<file path="src/rtl/multi_channel_transient_monitor.sv">
// Per-channel level-change monitor: each change opens a transient window of delay_sel*SCALE+1 cycles.
// Optional SYNC2_EN adds a 2-flop input synchroniser ahead of change detection.
module multi_channel_transient_monitor #(
  parameter int CHANNELS = 8,
  parameter int DLY_W    = 4,
  parameter int SCALE    = 10000,
  parameter int CNT_W    = 18,
  parameter int EVT_W    = 8
) (
  input  logic                clk,
  input  logic                reset,
  input  logic                en,
  input  logic [CHANNELS-1:0] sig_in,
  input  logic [DLY_W-1:0]    delay_sel,
  input  logic                retrig,
  input  logic                clear,
  output logic [CHANNELS-1:0] transient,
  output logic                any_transient,
  output logic [CHANNELS-1:0] seen,
  output logic [EVT_W-1:0]    event_count
);

  typedef enum logic {IDLE = 1'b0, TRANSIENT = 1'b1} state_t;

  localparam int              PW      = DLY_W + 32;
  localparam logic [PW-1:0]   SCALE_W = PW'(SCALE);
  localparam logic [PW-1:0]   CNT_MAX = PW'({CNT_W{1'b1}});

  // Full-width product, clamped to the largest countdown the counters can hold.
  function automatic logic [CNT_W-1:0] sat_load(input logic [DLY_W-1:0] d);
    logic [PW-1:0] prod;
    prod = PW'(d) * SCALE_W;
    if (prod > CNT_MAX) sat_load = '1;
    else                sat_load = prod[CNT_W-1:0];
  endfunction

  logic [CHANNELS-1:0] s, prev, chg, entry, nxt_active;
  logic [1:0]          prime_cnt;
  logic                primed;
  logic [CNT_W-1:0]    load;
  state_t              state [CHANNELS];
  logic [CNT_W-1:0]    cnt   [CHANNELS];

`ifdef SYNC2_EN
  localparam logic [1:0] PRIME_CYC = 2'd3;
  logic [CHANNELS-1:0] sync_p0, sync_p1;

  // Synchroniser stages p0 -> p1
  always_ff @(posedge clk) begin
    if (reset) begin
      sync_p0 <= '0;
      sync_p1 <= '0;
    end else begin
      sync_p0 <= sig_in;
      sync_p1 <= sync_p0;
    end
  end
  assign s = sync_p1;
`else
  localparam logic [1:0] PRIME_CYC = 2'd1;
  assign s = sig_in;
`endif

  // No change is reported until prev holds a genuine sample of s.
  assign primed = (prime_cnt == PRIME_CYC);
  assign chg    = primed ? (s ^ prev) : '0;
  assign load   = sat_load(delay_sel);

  always_comb begin
    entry      = '0;
    nxt_active = '0;
    for (int i = 0; i < CHANNELS; i++) begin
      entry[i] = en && (state[i] == IDLE) && chg[i];
      if (state[i] == IDLE) nxt_active[i] = en && chg[i];
      else                  nxt_active[i] = en && ((retrig && chg[i]) || (cnt[i] != '0));
    end
  end

  always_ff @(posedge clk) begin
    if (reset) begin
      prev          <= '0;
      prime_cnt     <= '0;
      transient     <= '0;
      any_transient <= 1'b0;
      seen          <= '0;
      event_count   <= '0;
      for (int i = 0; i < CHANNELS; i++) begin
        state[i] <= IDLE;
        cnt[i]   <= '0;
      end
    end else begin
      prev <= s;
      if (!primed) prime_cnt <= prime_cnt + 2'd1;
      transient     <= nxt_active;
      any_transient <= |nxt_active;
      for (int i = 0; i < CHANNELS; i++) begin
        if (!en) begin
          state[i] <= IDLE;
          cnt[i]   <= load;
        end else begin
          case (state[i])
            IDLE: begin
              cnt[i] <= load;
              if (chg[i]) state[i] <= TRANSIENT;
            end
            TRANSIENT: begin
              if (retrig && chg[i])  cnt[i]   <= load;
              else if (cnt[i] == '0) state[i] <= IDLE;
              else                   cnt[i]   <= cnt[i] - CNT_W'(1);
            end
            default: state[i] <= IDLE;
          endcase
        end
      end
      // clear takes priority over a same-cycle entry
      if (clear) begin
        seen        <= '0;
        event_count <= '0;
      end else begin
        seen <= seen | entry;
        if ((|entry) && (event_count != '1)) event_count <= event_count + EVT_W'(1);
      end
    end
  end

endmodule

</file>
<file path="config.mk">
export PLATFORM = sky130hd
export DESIGN_NAME = multi_channel_transient_monitor
export DESIGN_NICKNAME = d
export VERILOG_FILES = /design/src/rtl/multi_channel_transient_monitor.sv
export SDC_FILE = /design/constraint.sdc
export NUM_CORES = 1
export LEC_CHECK = 0
export CORE_MARGIN = 3
export CORE_UTILIZATION = 35
export DETAILED_ROUTE_END_ITERATION = 6
export PLACE_DENSITY_LB_ADDON = 0.2
export SETUP_SLACK_MARGIN = 0.05
export SYNTH_ARGS = -nofsm -noshare
export SYNTH_HDL_FRONTEND = slang
export SYNTH_SLANG_ARGS = --single-unit
</file>
<file path="constraint.sdc">
create_clock -name clk -period 4.4 [get_ports clk]
set_clock_uncertainty 0.15 [all_clocks]
set_input_delay 0.66 -clock clk [delete_from_list [all_inputs] [get_ports clk]]
set_output_delay 0.66 -clock clk [all_outputs]
set_load 0.02 [all_outputs]
</file>
# Word-level counts from Yosys, hierarchy flattened
# Memory sizes are Yosys's and may differ from the RTL's.
# Index checks and enable logic that the tools add are counted.
classes:
  bitwise_logic: 66
  muxes: 278
  n_addsub: 10
  mul: 1
  n_eq_ne: 2
  n_reduce_logical: 68
ops:
  columns: ["operator", "n"]
  rows:
  - ["18-bit 2-to-1 mux", 32]
  - ["1-bit 2-to-1 mux", 245]
  - ["18-bit zero test", 8]
  - ["18-bit nonzero test", 8]
  - ["18-bit by 1-bit subtractor with 18-bit output, second input constant", 8]
  - ["1-bit OR", 56]
  - ["1-bit logical AND", 41]
  - ["8-bit OR reduction", 2]
  - ["4-bit by 10-bit multiplier with 14-bit output, second input constant", 1]
  - ["8-bit by 1-bit adder with 8-bit output, second input constant", 1]
  - ["1-bit logical OR", 8]
  - ["8-bit 2-to-1 mux", 1]
  - ["8-bit != test, second input constant", 1]
  - ["1-bit NOT", 8]
  - ["8-bit OR", 1]
  - ["8-bit XOR", 1]
  - ["2-bit by 1-bit adder with 2-bit output, second input constant", 1]
  - ["2-bit by 1-bit == test with 1-bit output, second input constant", 1]
  - ["2-bit OR reduction", 1]
word_totals:
  ff_bits: 35
  n_memories: 2
  wordCells: 433
  ramBits: 152
memory_table:
  columns: ["memory", "depth", "word_bits", "rd", "rd_ports_with_merged_regs", "write_ports", "line", "rtl"]
  rows:
  - ["cnt", 8, 18, 8, 0, 8, "42", "logic [CNT_W-1:0] cnt [CHANNELS];"]
  - ["state", 8, 1, 8, 0, 8, "41", "state_t state [CHANNELS];"]

# Logic depth before layout (Yosys ltp)
# Gate-level depths: netlist of run 1.
depth:
  ltp_word: 10
  ltp_mapped: 12

# Worst setup path after synthesis of run 1
# No wires, ideal clock.
synth_timing:
  path_kind: "input -> register"
  startpoint: "in delay_sel[1]"
  endpoint: "mem cnt[0][16], data pin"
  path_slack_ps: 660
  cell_stages: 12
  setup_time_ps: 277
  required_ps: 3973
  arrival_ps: 3313
  path_cell_list: "clkinv_1 fa_1 inv_1 ha_1 inv_1 fa_1 nor2b_1 o21ai_0 a21boi_0 o21ai_0 xnor2_1 o22ai_1"
synth_lines:
  columns: ["element", "line", "rtl"]
  rows:
  - ["from (decl)", "14", "input logic [DLY_W-1:0] delay_sel,"]
  - ["to (decl)", "42", null]

==> summary.md, run 1 <==
During synthesis, Yosys emitted a total of 0 warnings. The number of sinks on the clock net came out at 187. The number of endpoints failing setup at the final stage was 0; the count of port buffers added during placement was 41. The minimum setup slack among reg-to-reg paths was 1220 ps; the area of the mapped netlist was 10700 µm². Power spread over the standard cell area amounts to 419 nW/µm². For the worst setup path, the data required time is 4390 ps. Combinational family with the most area after synthesis: simple AND/OR/NAND/NOR gates.

The initialized floorplan defines 63 standard-cell rows. The path class of the tightest hold or removal check is flip-flop to flip-flop. The first-pass GRT wire length was 43900 µm.

Synthesis handed over a netlist of 1055 instances. The hold violation total from the final report is 0, and the max-cap check violation count is 0. The run finished with clean final reports. The switching share of power works out to 31.7%. Startpoint of the worst-slack reg-to-reg timing path: cnt[1][9]. Cell internal power was estimated by the tool at 3.50 mW. The number of nets in the synthesized netlist is 1106. The fmax came out at 262 MHz. The post-placement worst setup slack is 175 ps, and the biggest fanout along the worst timing path is 5. The most used flip-flop cell after synthesis is sky130_fd_sc_hd__edfxtp_1. Summing the areas of all xor and xnor instances in the mapped netlist gives 11.3% of the synthesized area. The floorplan step defined a die boundary enclosing 32600 µm².

The number of iterations in the first detailed-routing pass was 5; the all-layer global routing usage was 17.0%. After Yosys synthesis, and, or, nand and nor cells account for 19.9% of the synthesized area. The clock latency on the worst-skew pair came out at 430 ps. Startpoint-to-endpoint class of the critical path: primary input to flip-flop. The initial utilization of the core area, before any placement, comes to 35.7%. The share of the Yosys chip area taken by registers is 49.4%. In this run the critical register-to-register path is captured at cnt[1][8]. For the post-synthesis cell type count, the log shows 58. Counting flops and latches in the post-synthesis netlist gives 187. After clock tree synthesis, the clock-pin slew on the worst setup and hold paths is 70 ps.

The proportion of register bits with asynchronous set or reset after synthesis came out at 0%. The most frequently used cell type in the post-synthesis netlist was sky130_fd_sc_hd__nor2_1. The synthesized design devotes to its leading area cell type 42.9% of total area. The tree is rooted in a sky130_fd_sc_hd__clkbuf_16. Summing the areas of all compound-gate instances in the mapped netlist gives 12.0% of the synthesized area. Setup repair after global routing left no endpoint under its margin.

After synthesis, the mean cell area works out to 10.1 µm². VDD sags by at most 0.000285 V. The tools report the estimated wirelength of the detail-placed design as 19200 µm.

Overall power consumption after layout is estimated at 5.12 mW. Of all cell types, the one taking the most synthesized area is sky130_fd_sc_hd__edfxtp_1. The initial antenna violation count was 0; the post-CTS setup buffer count was 0. The core region area came out at 29800 µm². The worst min-delay path startpoint is seen[0]. The worst pin sits at a relative slew slack of 26.9%. The tools report the worst setup path startpoint as delay_sel[1]. TritonCTS built the clock tree. Actual transition at the worst max-transition pin: 1090 ps.

In this run, post-CTS repair resized a total of 0 instances. The ratio of routed vias to standard cells works out to 5.36. The tools report the first-iteration detailed-routing DRC count as 555.

The logs give 0.834 for the final estimated routing congestion in global placement and 27900 µm for the final wirelength. The average wire per standard cell was 18.5 µm. For this design the static power due to leakage is 4.59 nW. The depth of the worst register-to-register path came out at 6. The die is 180 µm tall. Counting instances in the post-synthesis netlist gives the leading cell types as sky130_fd_sc_hd__nor2_1 (153), sky130_fd_sc_hd__edfxtp_1 (152), sky130_fd_sc_hd__xnor2_1 (83), sky130_fd_sc_hd__nand2_1 (60), sky130_fd_sc_hd__xor2_1 (54).

The horizontal die dimension is 180 µm. The top-level I/O count was 42. The synthesized netlist devotes 4.21% of its cell area to adder and majority cells. The logs give 7749 for the via count of the first global-routing pass and 11600 µm² for the area of placed instances. The post-route netlist has 7.80% of its cells at a drive strength greater than 1.

The shortest clock period the worst path allows after layout works out to 3820 ps. The type of element capturing the critical path is a flip-flop. The longest clock path from root to sink contains 2 buffers. The pin count of the biggest net entering global routing is 58. The kind of start point of the critical path is a primary input. For the worst setup path, the data arrival time is 3810 ps. The H-tree generated during clock tree synthesis spans 4 levels. For this run, design rule violations remaining after detail routing come to 0.

In this run, synthesis inferred 152 flip-flops with an integrated enable. The overall overflow remaining after global route is 0, and the final critical-path share of the clock period is 86.8%. The detail route stage leaves a number of antenna-violating nets equal to 0. After synthesis, the cell types taking the most area are sky130_fd_sc_hd__edfxtp_1 (43%), sky130_fd_sc_hd__xnor2_1 (6.8%), sky130_fd_sc_hd__dfxtp_1 (6.6%), sky130_fd_sc_hd__nor2_1 (5.4%), sky130_fd_sc_hd__xor2_1 (4.4%). For the total count of max-transition violations in the final report, the log shows 0. Final worst slack: 580 ps. The area added between synthesis and finish is 14.5%. Of the total power, combinational logic draws 24.6%. The number of antenna diodes in the final layout is 0. In this run, CTS created clock tree buffers numbering 17. The tools report the critical path capture point as cnt[0][51]. For the proportion of power drawn by the clock network, the log shows 30.6%. The net load switching power came out at 1.62 mW. The total vias in the final route is 8074. The run gives 12200 µm² as the summed area of non-filler cells in the final layout. The hold buffer count at CTS was 0; the multiplexer share of the synthesized area was 0%. The total negative setup slack came out at 0 ps. Final layout net count: 1154. The run gives 44.8% as the sequential power share.
routing by layer:
layer	up-vias	global-route usage, %	wire length, µm
met1	3900	24.9	13800
li1	3956	-	-
met2	184	26.4	12400
met5	-	0	0
met4	0	4.94	566
met3	34	2.08	1170
metrics by stage:
stage          cells  utilization (%)  hold WS (ps)
2_1_floorplan   1055                -           304
3_3_place_gp    1474             38.9           292
3_5_place_dp    1474             38.9           299
4_1_cts         1506             40.9           312
5_1_grt         1506             40.9           337
6_report        1506             40.9           306
kinds of logic (layout without fill, tap and decap cells):
family	count (synthesis)	in the layout
AO/OA/AOI/OAI	194	194
XOR/XNOR	137	137
adder cells (fa/ha/maj)	34	34
flip-flops	187	187
buffers and inverters	85	146
AND/OR/NAND/NOR	418	418
registers in the layout (all words and copies together) (netlist names):
signal / flops
seen: 8
prev: 8
transient: 8
any_transient: 1
prime_cnt: 2
state: 8
event_count: 8
cnt: 144
final cells by class:
| class | instances | area [µm²] |
|---|---|---|
| Clock buffer | 23 | 522 |
| Clock inverter | 9 | 73.8 |
| Fill cell | 2910 | 17600 |
| Inverter | 40 | 150 |
| Multi-Input combinational cell | 783 | 5040 |
| Sequential cell | 187 | 5270 |
| Tap cell | 390 | 488 |
| Timing Repair Buffer | 74 | 653 |
critical path, cell delays in order:
cell	delay, ps
sky130_fd_sc_hd__clkdlybuf4s50_1	500
sky130_fd_sc_hd__clkinv_1	110
sky130_fd_sc_hd__fa_1	550
sky130_fd_sc_hd__inv_1	40
sky130_fd_sc_hd__ha_1	300
sky130_fd_sc_hd__ha_1	300
sky130_fd_sc_hd__a21o_1	170
sky130_fd_sc_hd__a21oi_1	320
sky130_fd_sc_hd__o21ai_0	130
sky130_fd_sc_hd__a21oi_1	250
sky130_fd_sc_hd__xnor2_1	200
sky130_fd_sc_hd__buf_4	190
sky130_fd_sc_hd__o22ai_1	80
how the worst min path moves through the flow:
| stage | slack [ps] | end | cells after the start |
|---|---|---|---|
| 2_1_floorplan | 300 | prime_cnt[1] | 2 |
| 3_3_place_gp | 290 | seen[0] | 2 |
| 3_5_place_dp | 300 | seen[4] | 2 |
| 4_1_cts | 310 | seen[0] | 2 |
| 5_1_grt | 340 | seen[5] | 2 |
| 6_report | 310 | seen[0] | 2 |
power groups by stage:
| stage | Sequential (mW) | Clock, mW | Combinational, mW |
|---|---|---|---|
| finish | 2.29 | 1.57 | 1.26 |
| global placement | 2.32 | 0 | 1.25 |
| floorplan | 2.30 | 0 | 0.875 |
| global route | 2.32 | 1.67 | 1.39 |
| CTS | 2.29 | 1.60 | 1.26 |
| detailed placement | 2.32 | 0 | 1.25 |
cell usage in the layout, fill, tap and decap left out, types with 3 or more instances in the layout:
cell type	instances
sky130_fd_sc_hd__nor2_1	153
sky130_fd_sc_hd__edfxtp_1	152
sky130_fd_sc_hd__xnor2_1	83
sky130_fd_sc_hd__nand2_1	60
sky130_fd_sc_hd__xor2_1	54
sky130_fd_sc_hd__nor3_1	48
sky130_fd_sc_hd__o22ai_1	47
sky130_fd_sc_hd__a211oi_1	45
sky130_fd_sc_hd__clkdlybuf4s50_1	40
sky130_fd_sc_hd__inv_1	37
sky130_fd_sc_hd__dfxtp_1	35
sky130_fd_sc_hd__a21oi_1	33
sky130_fd_sc_hd__buf_4	33
sky130_fd_sc_hd__ha_1	31
sky130_fd_sc_hd__nor4_1	28
sky130_fd_sc_hd__o21ai_0	26
sky130_fd_sc_hd__or3_1	24
sky130_fd_sc_hd__clkbuf_16	20
sky130_fd_sc_hd__or4_1	19
sky130_fd_sc_hd__nand3_1	18
sky130_fd_sc_hd__nand3b_1	13
sky130_fd_sc_hd__nor2b_1	12
sky130_fd_sc_hd__or2_2	8
sky130_fd_sc_hd__a21o_1	8
sky130_fd_sc_hd__o31ai_1	7
sky130_fd_sc_hd__nand2b_1	5
sky130_fd_sc_hd__o21bai_1	5
sky130_fd_sc_hd__nor3b_1	4
sky130_fd_sc_hd__nand4_1	4
sky130_fd_sc_hd__o21a_1	4
sky130_fd_sc_hd__inv_6	4
sky130_fd_sc_hd__clkinv_1	3
sky130_fd_sc_hd__or2_1	3
sky130_fd_sc_hd__a31oi_1	3
sky130_fd_sc_hd__or4_4	3
sky130_fd_sc_hd__o211ai_1	3
sky130_fd_sc_hd__nand4b_1	3
sky130_fd_sc_hd__o21ai_1	3
sky130_fd_sc_hd__fa_1	3
sky130_fd_sc_hd__clkinv_4	3
No activity file was read; power rests on OpenSTA's default activity.
==> run 2: changes to the inputs <==
CTS_CLUSTER_SIZE = 8   (was not set)
==> results of run 2 <==
No change in the layout: final DEF, timing and power equal those of run 1.
==> run 3: changes to the inputs <==
CORE_UTILIZATION = 60   (was 35)
==> run 3 against run 2 <==
Worst hold slack gained 3.0 ps. Final cell count fell by 11%. Cell area is 2.3% lower. Worst setup slack got worse by 220 ps. Sequential share of layout area up 1.0 points. Critical path type unchanged. Largest cell class unchanged. Largest power group unchanged. Highest routed layer unchanged.
==> summary.md, run 3 (same netlist as run 1, synthesis figures left out) <==
The run finished with clean final reports. The initial antenna violation count was 0 (unchanged). Average wire per standard cell: 19.4 µm (+4.5%). In the layout the commonest cells are sky130_fd_sc_hd__nor2_1 (153), sky130_fd_sc_hd__edfxtp_1 (152), sky130_fd_sc_hd__xnor2_1 (83), sky130_fd_sc_hd__nand2_1 (60), sky130_fd_sc_hd__xor2_1 (54). The area used by sequential logic in the layout came out at 5270 µm² (unchanged).

The signal on the critical path passes through clkdlybuf4s50_1 -> clkinv_1 -> fa_1 -> inv_1 -> ha_1 -> ha_1 -> a21o_1 -> a21oi_1 -> o21ai_0 -> a21oi_1 -> xnor2_1 -> o22ai_1. The tools report the final wirelength as 25800 µm (-7.5%). TritonCTS built the clock tree. The hold violation total from the final report is 0 (unchanged). The shortest clock period the worst path allows after layout is 4040 ps (+220 ps). The count of port buffers added during placement was 41 (unchanged). The horizontal die dimension is 139 µm (-23%).

The actual transition at the worst max-transition pin works out to 1020 ps (-66.3 ps). Setup repair after global routing left no endpoint under its margin. The fmax came out at 248 MHz (-5.4%). The library cell used most frequently in the layout, excluding fill and tap cells, is sky130_fd_sc_hd__nor2_1.

The tools report the leakage power of the design as 4.55 nW (-0.78%). In this run the clock root is driven by a sky130_fd_sc_hd__clkbuf_16. The path class of the tightest hold or removal check is flip-flop to flip-flop.

The run gives 4410 ps (+20 ps) as the required arrival time at the worst endpoint. The worst-path cell with the longest stage delay is sky130_fd_sc_hd__xnor2_1. The effective utilization at floorplan is 61.4% (+26 points), and the number of iterations in the first detailed-routing pass is 5 (unchanged). The worst setup path is launched from a primary input. By startpoint and endpoint, the worst setup path is classified as primary input to flip-flop. The flip-flop count of the largest register after layout was 144 (unchanged); the ratio of routed vias to standard cells was 6.20 (+16%).

The register ranked first by flip-flop count was cnt. The clock buffer count from CTS came out at 17 (unchanged). For the number of buffers on the longest clock path, the log shows 2 (unchanged).

The final layout net count is 1146 (-0.69%). The clock-pin slew on the worst setup and hold paths is 70 ps (about the same). The final estimated routing congestion in global placement came out at 0.892 (+6.9%). Layout filler cell count: 1303 (-55%). The first-pass GRT wire length is 41400 µm (-5.8%), and the site row count is 48 (-24%). The run gives 0.000314 V (+10%) as the maximum VDD drop.

The run gives 7743 (-0.077%) as the via count of the first global-routing pass. The remaining number of nets flagged by the antenna check after routing was 0 (unchanged); the area of the multi-input gates was 5040 µm² (unchanged). Post-CTS setup buffer count: 0 (unchanged). The total count of max-transition violations in the final report is 0 (unchanged). For the floorplan die area, the log shows 19400 µm² (-40%). Area added between synthesis and finish: 11.9%. The biggest fanout along the worst timing path is 8 (+3), and the max-cap check violation count is 0 (unchanged).

The final critical-path share of the clock period is 91.8% (+5.0 points), and the worst hold slack is 309 ps (+3.02 ps). The core region area was 17400 µm² (-42%). The power density relative to cell area is 427 nW/µm² (+1.7%), and the overall overflow remaining after global route is 0 (unchanged). The clock latency on the worst-skew pair is 450 ps (+20 ps), and the post-cts sizing count is 0 (unchanged). The number of antenna cells inserted was 0 (unchanged); the total number of H-tree levels was 4 (unchanged).

The largest stage delay on the critical path works out to 800 ps (+250 ps). The first-iteration detailed-routing DRC count is 872 (+57%), and the arrival time of the worst setup path is 4050 ps (+240 ps). STA classifies the critical path endpoint as a flip-flop.

The run gives 0 (unchanged) as the number of endpoints failing setup at the final stage. The total vias in the final route is 8268 (+2.4%). The pin count of the biggest net entering global routing was 26 (-55%); the estimated wirelength of the detail-placed design was 17500 µm (-8.8%).

The tightest slew margin relative to the limit was 31.5% (+4.6 points). The detailed-route DRC error count came out at 0 (unchanged). The tools report the all-layer global routing usage as 26.9% (+9.9 points).

For the summed area of non-filler cells in the final layout, the log shows 11900 µm² (-2.3%). The logs give 42 (unchanged) for the top-level I/O count and 0 (unchanged) for the hold buffer count at CTS. Die span in y: 139 µm (-23%). The area of placed instances was 11300 µm² (-2.3%).

The share of final-layout standard cells stronger than drive strength 1 is 7.04% (-0.76 points), and the number of sinks on the clock net is 187 (unchanged).
## run 3: cell type report
type | count | area share (%)
Multi-Input combinational cell | 783 | 42.3
Inverter | 40 | 1.26
Timing Repair Buffer | 66 | 4.98
Sequential cell | 187 | 44.2
Tap cell | 225 | 2.36
Clock inverter | 8 | 0.682
Clock buffer | 24 | 4.22
## run 3: path summary, 6_finish.rpt
| path | from | cells after the start | slack (ps) | endpoint |
|---|---|---|---|---|
| worst min register to register | seen[0] | 2 | 310 | seen[0] |
| worst min-delay path | seen[0] | 2 | 310 | seen[0] |
| worst max register to register | cnt[0][27] | 4 | 1200 | cnt[0][30] |
| worst max-delay path | delay_sel[1] | 12 | 360 | cnt[0][33] |
## run 3: critical path, delay by kind of cell
| kind | cells | cell delay [ps] |
|---|---|---|
| compound gates | 5 | 650 |
| buf+inv | 3 | 750 |
| xor+xnor | 1 | 800 |
| fa+ha+maj | 3 | 1170 |
## run 3: report_power, final
part / internal (mW) / switching (mW) / leakage [nW]
clock network: 0.865 / 0.679 / 0.292
logic: 0.514 / 0.734 / 2.19
registers: 2.13 / 0.168 / 2.07
total: 3.50 / 1.58 / 4.55
## run 3: per-layer routing
layer  part of all wire [%]  track usage (%)  vias to the layer above
li1                       -                -                     3952
met1                     45             39.9                     3959
met2                     46             41.3                      320
met3                    6.8             3.68                       37
met4                    1.9             8.34                        0
met5                      0                0                        -
## run 3: per-stage QoR
step	TNS, ps	setup slack, ps	power, mW	util [%]	std cells
2_1_floorplan	0	660	3.18	-	1055
3_3_place_gp	0	81.8	3.51	65.3	1301
6_report	0	360	5.08	68.7	1333
5_1_grt	0	132	5.30	68.7	1333
3_5_place_dp	-14.5	-14.5	3.54	65.3	1301
4_1_cts	0	414	5.07	68.7	1333
